### config.mk
export PLATFORM = sky130hd
export DESIGN_NAME = yuv_pkt_scheduler
export DESIGN_NICKNAME = d
export VERILOG_FILES = /design/src/rtl/yuv_sched_pkg.sv /design/src/rtl/rr_arbiter.sv /design/src/rtl/yuv_pkt_scheduler.sv
export SDC_FILE = /design/constraint.sdc
export NUM_CORES = 1
export LEC_CHECK = 0
export BUFFER_PORTS_ARGS = -buffer_cell sky130_fd_sc_hd__buf_2
export CAP_MARGIN = 20
export CORE_MARGIN = 2
export CORE_UTILIZATION = 45
export DETAILED_ROUTE_END_ITERATION = 7
export GPL_TIMING_DRIVEN = 0
export HOLD_SLACK_MARGIN = 0.03
export PLACE_DENSITY = 0.75
export SYNTH_ARGS = -nofsm -noshare
export SYNTH_HDL_FRONTEND = slang
export SYNTH_SLANG_ARGS = --single-unit
### constraint.sdc
create_clock -name clk -period 2.5 [get_ports clk]
set_input_delay 0.375 -clock clk [delete_from_list [all_inputs] [get_ports clk]]
set_output_delay 0.375 -clock clk [all_outputs]
set_load 0.02 [all_outputs]
### src/rtl/yuv_sched_pkg.sv
// Shared types and constants for the YUV packet scheduler.
package yuv_sched_pkg;

  localparam int unsigned PKT_PIXELS = 128;
  localparam int unsigned PIX_W      = 24;

  typedef struct packed {
    logic [7:0] r;
    logic [7:0] g;
    logic [7:0] b;
  } rgb_pixel_t;

  typedef enum logic [1:0] {
    IDLE,
    STREAM,
    PAD
  } sched_state_e;

endpackage

### src/rtl/rr_arbiter.sv
// Combinational round-robin arbiter: picks the first requester after last_grant, cyclically.
module rr_arbiter #(
  parameter int unsigned NUM_CH = 4
) (
  input  logic [NUM_CH-1:0]         req,
  input  logic [$clog2(NUM_CH)-1:0] last_grant,
  output logic [NUM_CH-1:0]         grant,
  output logic [$clog2(NUM_CH)-1:0] grant_idx,
  output logic                      any
);

  localparam int unsigned IdxW = $clog2(NUM_CH);

  always_comb begin
    int unsigned cand;
    logic [IdxW-1:0] cand_idx;
    grant     = '0;
    grant_idx = '0;
    any       = 1'b0;
    cand      = 0;
    cand_idx  = '0;
    for (int unsigned off = 1; off <= NUM_CH; off++) begin
      cand     = (32'(last_grant) + off) % NUM_CH;
      cand_idx = cand[IdxW-1:0];
      if (!any && req[cand_idx]) begin
        any             = 1'b1;
        grant[cand_idx] = 1'b1;
        grant_idx       = cand_idx;
      end
    end
  end

endmodule

### src/rtl/yuv_pkt_scheduler.sv
// Shares one output formatter between NUM_CH pixel streams, one channel per packet,
// zero-padding packets cut short by end-of-frame and tagging each with its metadata.
module yuv_pkt_scheduler
  import yuv_sched_pkg::*;
#(
  parameter int unsigned NUM_CH     = 4,
  parameter int unsigned PKT_PIXELS = yuv_sched_pkg::PKT_PIXELS,
  parameter int unsigned PIX_W      = yuv_sched_pkg::PIX_W
) (
  input  logic                      clk,
  input  logic                      rst,
  input  logic [NUM_CH-1:0]         ch_valid,
  input  logic [NUM_CH*PIX_W-1:0]   ch_pixel,
  input  logic [NUM_CH-1:0]         ch_last,
  output logic [NUM_CH-1:0]         ch_ready,
  input  logic                      stall,
  output logic [7:0]                fmt_R,
  output logic [7:0]                fmt_G,
  output logic [7:0]                fmt_B,
  output logic                      fmt_valid,
  output logic [$clog2(NUM_CH)-1:0] pkt_ch_id,
  output logic                      pkt_eof,
  output logic [7:0]                pkt_pad_cnt,
  output logic [15:0]               pkt_total
);

  localparam int unsigned IdxW    = $clog2(NUM_CH);
  localparam logic [7:0]  LastPix = 8'(PKT_PIXELS - 1);

  sched_state_e    state_q, state_d;
  logic [IdxW-1:0] grant_q, grant_d;
  logic [IdxW-1:0] last_grant_q, last_grant_d;
  logic [7:0]      pix_cnt_q, pix_cnt_d;
  logic [7:0]      pad_cnt_q, pad_cnt_d;
  logic            eof_q, eof_d;
  rgb_pixel_t      fmt_pix_q, fmt_pix_d;
  logic            fmt_valid_q, fmt_valid_d;
  logic [IdxW-1:0] pkt_ch_id_q, pkt_ch_id_d;
  logic            pkt_eof_q, pkt_eof_d;
  logic [7:0]      pkt_pad_q, pkt_pad_d;
  logic [15:0]     pkt_total_q, pkt_total_d;

  logic [NUM_CH-1:0] arb_grant;
  logic [IdxW-1:0]   arb_idx;
  logic              arb_any;
  rgb_pixel_t        gnt_pix;

  rr_arbiter #(
    .NUM_CH (NUM_CH)
  ) u_arb (
    .req        (ch_valid),
    .last_grant (last_grant_q),
    .grant      (arb_grant),
    .grant_idx  (arb_idx),
    .any        (arb_any)
  );

  assign gnt_pix = ch_pixel[grant_q*PIX_W +: PIX_W];

  always_comb begin
    state_d      = state_q;
    grant_d      = grant_q;
    last_grant_d = last_grant_q;
    pix_cnt_d    = pix_cnt_q;
    pad_cnt_d    = pad_cnt_q;
    eof_d        = eof_q;
    fmt_pix_d    = fmt_pix_q;
    fmt_valid_d  = 1'b0;
    pkt_ch_id_d  = pkt_ch_id_q;
    pkt_eof_d    = pkt_eof_q;
    pkt_pad_d    = pkt_pad_q;
    pkt_total_d  = pkt_total_q;
    ch_ready     = '0;

    unique case (state_q)
      IDLE: begin
        if (!stall && arb_any) begin
          grant_d   = arb_idx;
          state_d   = STREAM;
          pix_cnt_d = '0;
          pad_cnt_d = '0;
          eof_d     = 1'b0;
        end
      end
      STREAM: begin
        ch_ready[grant_q] = !stall;
        if (ch_valid[grant_q] && !stall) begin
          fmt_pix_d   = gnt_pix;
          fmt_valid_d = 1'b1;
          pix_cnt_d   = pix_cnt_q + 8'd1;
          if (pix_cnt_q == LastPix) begin
            // Frame end on the final pixel closes the packet without padding.
            state_d      = IDLE;
            last_grant_d = grant_q;
            pkt_ch_id_d  = grant_q;
            pkt_eof_d    = ch_last[grant_q];
            pkt_pad_d    = '0;
            pkt_total_d  = pkt_total_q + 16'd1;
          end else if (ch_last[grant_q]) begin
            state_d = PAD;
            eof_d   = 1'b1;
          end
        end
      end
      PAD: begin
        if (!stall) begin
          fmt_pix_d   = '0;
          fmt_valid_d = 1'b1;
          pix_cnt_d   = pix_cnt_q + 8'd1;
          pad_cnt_d   = pad_cnt_q + 8'd1;
          if (pix_cnt_q == LastPix) begin
            state_d      = IDLE;
            last_grant_d = grant_q;
            pkt_ch_id_d  = grant_q;
            pkt_eof_d    = eof_q;
            pkt_pad_d    = pad_cnt_q + 8'd1;
            pkt_total_d  = pkt_total_q + 16'd1;
          end
        end
      end
      default: state_d = IDLE;
    endcase
  end

  always_ff @(posedge clk or posedge rst) begin
    if (rst) begin
      state_q      <= IDLE;
      grant_q      <= '0;
      last_grant_q <= IdxW'(NUM_CH - 1);
      pix_cnt_q    <= '0;
      pad_cnt_q    <= '0;
      eof_q        <= 1'b0;
      fmt_pix_q    <= '0;
      fmt_valid_q  <= 1'b0;
      pkt_ch_id_q  <= '0;
      pkt_eof_q    <= 1'b0;
      pkt_pad_q    <= '0;
      pkt_total_q  <= '0;
    end else begin
      state_q      <= state_d;
      grant_q      <= grant_d;
      last_grant_q <= last_grant_d;
      pix_cnt_q    <= pix_cnt_d;
      pad_cnt_q    <= pad_cnt_d;
      eof_q        <= eof_d;
      fmt_pix_q    <= fmt_pix_d;
      fmt_valid_q  <= fmt_valid_d;
      pkt_ch_id_q  <= pkt_ch_id_d;
      pkt_eof_q    <= pkt_eof_d;
      pkt_pad_q    <= pkt_pad_d;
      pkt_total_q  <= pkt_total_d;
    end
  end

  assign fmt_R       = fmt_pix_q.r;
  assign fmt_G       = fmt_pix_q.g;
  assign fmt_B       = fmt_pix_q.b;
  assign fmt_valid   = fmt_valid_q;
  assign pkt_ch_id   = pkt_ch_id_q;
  assign pkt_eof     = pkt_eof_q;
  assign pkt_pad_cnt = pkt_pad_q;
  assign pkt_total   = pkt_total_q;

endmodule

==> results of run 1 <==
-- placed cells by master (no fill, tap or decap), types with 2 or more instances in the layout --
cell,netlist,layout
a21oi_1,9,9
a22o_1,24,24
a31oi_1,2,2
a41oi_1,3,3
and2_1,5,5
and3_1,2,2
and4_1,3,3
buf_2,12,174
clkbuf_1,7,7
clkbuf_8,0,9
clkinvlp_4,0,3
dfrtp_1,73,73
dfstp_2,2,2
ha_1,6,6
inv_1,12,11
inv_6,0,4
mux2_2,18,18
mux2i_1,5,5
mux4_2,26,26
nand2_1,19,19
nand2b_1,6,6
nand3_1,12,12
nand4_1,7,7
nor2_1,8,8
nor2b_1,3,3
nor3_1,8,8
nor4_1,8,8
o21ai_0,16,16
o31ai_1,10,10
or3_1,5,5
or4_1,2,2
xnor2_1,4,4
xor2_1,13,13
-- cell families (layout without fill, tap and decap cells) --
group                      Yosys count  in the layout  share of synthesized area [%]
xor gates and xnor gates            17             17                           3.49
AOI/OAI and AO/OA                   76             76                           13.6
and+or+nand+nor                     99             99                           13.7
buffers and inverters               33            213                           3.43
muxes                               50             50                           20.0
adders and majority gates            6              6                           1.76
DFF                                 75             75                           44.1
-- worst register-to-register path, delay by kind of cell, from the launching register on --
kind	cells	cell delay, ns
fa+ha+maj	1	0.32
simple gates	1	0.44
flops	1	0.39
xor+xnor	1	0.18
mux	1	0.26
buf+inv	2	0.50
-- worst paths after layout --
path | startpoint | to | slack, ns | cells after the start
max | state_q[1]$_DFFE_PP0P_ | ch_ready[0] | 0.21 | 6
min | ch_valid[2] | grant_q[0]$_DFFE_PP0P_ | 0.40 | 3
max reg2reg | state_q[0]$_DFFE_PP0P_ | pkt_total[5]$_DFFE_PP0P_ | 0.33 | 6
min reg2reg | pkt_total[15]$_DFFE_PP0P_ | pkt_total[15]$_DFFE_PP0P_ | 0.47 | 1
max in group asynchronous | rst | last_grant_q[1]$_DFFE_PP1P_ | 1.51 | 4
min in group asynchronous | rst | fmt_R[4]$_DFFE_PP0P_ | 0.41 | 3
-- metal layers --
metal / wire length, um / global-route usage (%)
met5: 0 / 0
met4: 95 / 5.20
met3: 610 / 4.55
met2: 5640 / 32.5
met1: 5090 / 32.8
-- power breakdown --
group,internal [W],total [W],switching [W]
registers,0.00149,0.00170,0.000202
logic,0.00114,0.00256,0.00142
clock network,0.000374,0.000881,0.000507
-- repair_timing --
action / 4_1_cts / 5_1_grt
hold buffers: 1 / 0
hold endpoints to repair: 1 / 0
setup endpoints to repair: 2 / 0
resized for setup: 1 / 0
-- registers in the layout (all words and copies together) (netlist names) --
name and count:
fmt_R 8, eof_q 1, pkt_pad_cnt 8, pkt_total 16, pix_cnt_q 8, fmt_B 8, fmt_valid 1, pkt_ch_id 2
state_q 2, pkt_eof 1, fmt_G 8, last_grant_q 2, grant_q 2, pad_cnt_q 8
-- final cells by class --
cell class / instances / area, um2 / share of cell area (%)
flip-flops and latches: 75 / 1880 / 34.6
clock inverters: 7 / 57.6 / 1.06
inverters: 12 / 47.5 / 0.874
well taps: 111 / 139 / 2.55
clock buffers: 9 / 124 / 2.28
multi-input cells: 248 / 2240 / 41.2
repair buffers: 164 / 848 / 15.6
plain buffers: 21 / 101 / 1.86
-- metrics by stage --
stage	power, W	hold slack [ns]	cell area [um2]
floorplan	0.00355	0.473	4260
global placement	0.00420	0.451	5210
detailed placement	0.00428	0.243	5240
CTS	0.00517	0.383	5440
global route	0.00548	0.391	5440
finish	0.00514	0.398	5440
==> results.json, run 1 <==
{
  "status": "finished clean",
  "finalWorstSetupSlack_ns": 0.211,
  "crit_top_cell": "buf_2",
  "antenna_found_initial": 0,
  "grt-ovfl-total": 0,
  "grt_pass1_wl_um": 17700,
  "setup-tns-final_ns": 0,
  "num_vias": 3726,
  "period_needed_ns": 2.29,
  "cts_tree": "built",
  "drc": 0,
  "path_delay_family": "simple AND/OR/NAND/NOR gates",
  "io_pins": 163,
  "synth_top_flop_cell": "dfrtp_1",
  "endpoint_kind": "output pin",
  "yosysTopAreaCell": "dfrtp_1",
  "antenna_cells": 0,
  "netlist.area_leader.share_pct": 42.9,
  "die-width_um": 101,
  "finalWirelength_um": 11400,
  "drt-vias-per-instance": 5.76,
  "fillers": 807,
  "instances_no_fill": 647,
  "synth-edff-count": 0,
  "drt_iter0_drc": 195,
  "ir_drop_mv": 0.493,
  "placedCellCount": 630,
  "fp.dieH_um": 101,
  "crit_path_top_delay_cell": "dfrtp_1",
  "synth_commonest_cells": "dfrtp_1 (73), mux4_2 (26), a22o_1 (24), nand2_1 (19), mux2_2 (18)",
  "path_buf_inv": 3,
  "clock_latency_ns": 0.35,
  "cts_buffer_depth": 2,
  "async_reset_ff_share_pct": 100,
  "synth.cell_area_um2": 4260,
  "finalMaxSlewViolations": 0,
  "cp_max_fo": 9,
  "cts_root_buffer": "clkbuf_8",
  "cp_cell_sequence": "inv_1 -> ha_1 -> buf_2 -> nor3b_2 -> nor2b_1 -> buf_2",
  "rsz0062_at_grt": "no",
  "wire_per_inst_um": 17.7,
  "io_buffers": 162,
  "cts_setup_buffers": 0,
  "fin_crit_sh_pct": 91.6,
  "grt_max_degree": 75,
  "grt_usage_pct": 21.8,
  "start_util_pct": 46.4,
  "cp_data_arrival_time_ns": 1.91,
  "syn-num-nets": 469,
  "synth-seq-cells": 75,
  "nets": 644,
  "gp_congestion": 0.825,
  "slew_headroom_pct": 48.8,
  "drive_gt1_share_pct": 46.8,
  "holdCritPathClass": "in -> reg",
  "cpPeakStageDelay_ns": 0.41,
  "first_pass_iters": 5,
  "fp-row-count": 35,
  "die-area_um2": 10300,
  "worstMarginPinSlew_ns": 0.761,
  "synth_area_leaders": "dfrtp_1 (43%), mux4_2 (14%), a22o_1 (4.9%)",
  "fin_util_pct": 59.1,
  "place_ws_ns": 0.206,
  "grt_pass1_vias": 3504,
  "path_clk_slew_ns": 0.09,
  "crit_type": "reg -> out",
  "htreeDepth": 3,
  "yosysSeqAreaShare_pct": 44.1,
  "postSynthAreaPerCell_um2": 12.0,
  "cp-start-kind": "flop",
  "leakagePower_nw": 2.68,
  "syn_inst": 356,
  "yosysMostFrequentCell": "dfrtp_1",
  "drv_cap": 0,
  "post-dp-hpwl_um": 8860,
  "setup_viol": 0,
  "ant_nets": 0,
  "syn2layout_area_growth_pct": 27.6,
  "cts_buffers": 9,
  "p_per_area_nw_per_um2": 944,
  "final.setup_skew_ns": 0.0191,
  "crit_required_ns": 2.12,
  "netlist-cell-type-count": 55,
  "final_hold_viol_count": 0,
  "fmax_mhz": 437,
  "cts_sinks": 75,
  "core-area_um2": 9200,
  "ys_warn_count": 0
}
(Power assumes the default switching activity.)
==> run 2: changes to the inputs <==
--- a/config.mk
+++ b/config.mk
@@ -7,7 +7,7 @@
 export LEC_CHECK = 0
 export BUFFER_PORTS_ARGS = -buffer_cell sky130_fd_sc_hd__buf_2
 export CAP_MARGIN = 20
-export CORE_MARGIN = 2
+export CORE_MARGIN = 4
 export CORE_UTILIZATION = 45
 export DETAILED_ROUTE_END_ITERATION = 7
 export GPL_TIMING_DRIVEN = 0
==> run 2 against run 1 <==
  * Total power grew 3.0%
  * Combinational power is essentially flat
  * Register-to-register slack lost 0.03 ns
  * Non-clock buffer count is the same
  * Fmax shrank 0.55%
  * Core utilization grew 0.34 points
  * Sequential cell count is the same
  * Via count grew 0.51%
  * First-iteration DRC count grew 39%
  * Clock skew shrank 0.0037 ns
  * Sequential share of layout area shrank 0.36 points
  * Critical path type unchanged
  * Critical endpoint unchanged
==> results.json, run 2 (synthesized netlist as in run 1, its figures left out) <==
{
  "largest_reg_flops": 16,
  "start_util_pct": 46.1,
  "finalWirelength_um": 11700,
  "fmax_mhz": 435,
  "globalRouteMet2Util_pct": 33.9,
  "top_usage_layer": "met2",
  "cts_buffer_depth": 2,
  "hold_end": "grant_q[0]$_DFFE_PP0P_",
  "whs_path_depth": 3,
  "r2r_slack_ns": 0.30,
  "rsz0062_at_grt": "no",
  "setup_viol": 0,
  "grt_pass1_vias": 3683,
  "leakagePower_nw": 2.70,
  "ir_drop_mv": 0.495,
  "ant_nets": 0,
  "drive_gt1_share_pct": 46.6,
  "htreeDepth": 3,
  "slew_headroom_pct": 50.1,
  "cts_sinks": 75,
  "grt_usage_pct": 21.0,
  "clock_latency_ns": 0.35,
  "num_vias": 3745,
  "fp-row-count": 35,
  "use_met3_pct": 3.98,
  "worst_hold_slack_ns": 0.416,
  "gp_congestion": 0.894,
  "drc": 0,
  "final.setup_skew_ns": 0.0154,
  "cts_setup_buffers": 0,
  "status": "finished clean",
  "crit_required_ns": 2.12,
  "drt-vias-per-instance": 5.63,
  "grt_max_degree": 55,
  "drt_iter0_drc": 271,
  "post-dp-hpwl_um": 9060,
  "rr_startpoint": "pix_cnt_q[0]$_DFFE_PP0P_",
  "die-width_um": 105,
  "cts_root_buffer": "clkbuf_8",
  "fillers": 774,
  "nets": 644,
  "drv_cap": 0,
  "final_hold_viol_count": 0,
  "wire_per_inst_um": 17.6,
  "cp-start-kind": "flop",
  "cp_data_arrival_time_ns": 1.93,
  "p_per_area_nw_per_um2": 963,
  "fp.dieH_um": 105,
  "die-area_um2": 11100,
  "antenna_found_initial": 0,
  "crit_type": "reg -> out",
  "path_clk_slew_ns": 0.09,
  "io_buffers": 162,
  "cts_tree": "built",
  "met1_usage_pct": 28.8,
  "layout_common_cells": "buf_2 (174), dfrtp_1 (73), mux4_2 (26)",
  "fin_crit_sh_pct": 92.1,
  "endpoint_kind": "output pin",
  "holdCritPathClass": "in -> reg",
  "min-delay-start": "ch_valid[2]",
  "finalPower_w": 0.00529,
  "antenna_cells": 0,
  "core-area_um2": 9240,
  "first_pass_iters": 4,
  "worstMarginPinSlew_ns": 0.742,
  "layout_commonest_cell": "buf_2",
  "finalMaxSlewViolations": 0,
  "period_needed_ns": 2.30,
  "cts_buffers": 9,
  "cp_max_fo": 9,
  "grt-ovfl-total": 0,
  "rr_worst_depth": 5,
  "grt_pass1_wl_um": 18900,
  "syn2layout_area_growth_pct": 28.9,
  "io_pins": 163,
  "r2r_end": "pkt_pad_cnt[2]$_DFFE_PP0P_"
}
run 2: cell types whose count changed in the layout (fill, tap and decap cells not counted):
| cell | before | now |
|---|---|---|
| clkinvlp_4 | 3 | 2 |
| inv_6 | 4 | 1 |
| bufinv_16 | 0 | 2 |
| clkinv_2 | 0 | 1 |
| clkbuf_1 | 7 | 8 |
run 2: per-stage QoR:
| step | cells | setup slack, ns | area (um2) | util (%) | TNS [ns] |
|---|---|---|---|---|---|
| 2_1_floorplan | 356 | 0.218 | 4260 | - | 0 |
| 4_1_cts | 665 | 0.211 | 5500 | 59.5 | 0 |
| 5_1_grt | 665 | 0.0530 | 5500 | 59.5 | 0 |
| 6_report | 665 | 0.199 | 5500 | 59.5 | 0 |
| 3_3_place_gp | 647 | -0.658 | 5240 | 56.7 | -47.77 |
| 3_5_place_dp | 648 | 0.264 | 5270 | 57.0 | 0 |
run 2: how the worst max path moves through the flow:
stage / cells past startpoint / slack [ns] / start / endpoint
final: 6 / 0.20 / state_q[1]$_DFFE_PP0P_ / ch_ready[0]
after global routing: 6 / 0.05 / state_q[1]$_DFFE_PP0P_ / ch_ready[0]
after CTS: 6 / 0.21 / state_q[1]$_DFFE_PP0P_ / ch_ready[0]
after detailed placement: 7 / 0.26 / state_q[1]$_DFFE_PP0P_ / pkt_total[15]$_DFFE_PP0P_
after global placement: 2 / -0.66 / rst / pix_cnt_q[0]$_DFFE_PP0P_
after floorplan: 1 / 0.22 / rst / eof_q$_DFFE_PP0P_
run 2: timing repair:
| item | 4_1_cts | 5_1_grt |
|---|---|---|
| setup endpoints to repair | 1 | 0 |
| hold buffers | 1 | 0 |
| resized for setup | 1 | 0 |
| hold endpoints to repair | 21 | 0 |
run 2: cell type report:
class	count	area (um2)	share of cell area (%)
multi-input cells	248	2240	40.8
flip-flops and latches	75	1880	34.2
repair buffers	164	848	15.4
well taps	129	161	2.94
clock buffers	10	128	2.32
plain buffers	21	101	1.84
clock inverters	6	88.8	1.62
inverters	12	47.5	0.865
run 2: per-layer routing:
metal,share of wire (%),wire (um)
met1,42,4950
met2,51,6020
met3,5.0,583
met4,1.5,176
met5,0,0
run 2: worst max-delay path, cell delays in order (launching register included):
cell,delay (ns)
dfrtp_1,0.41
inv_1,0.08
ha_1,0.13
buf_2,0.19
nor3b_2,0.40
nor2b_1,0.19
buf_2,0.18
run 2: power by group:
group / total (W) / leakage, nW / internal [W] / switching (W)
clock network: 0.00103 / 0.103 / 0.000565 / 0.000466
registers: 0.00168 / 1.01 / 0.00149 / 0.000182
logic: 0.00258 / 1.59 / 0.00114 / 0.00144
total: 0.00529 / 2.70 / 0.00320 / 0.00209
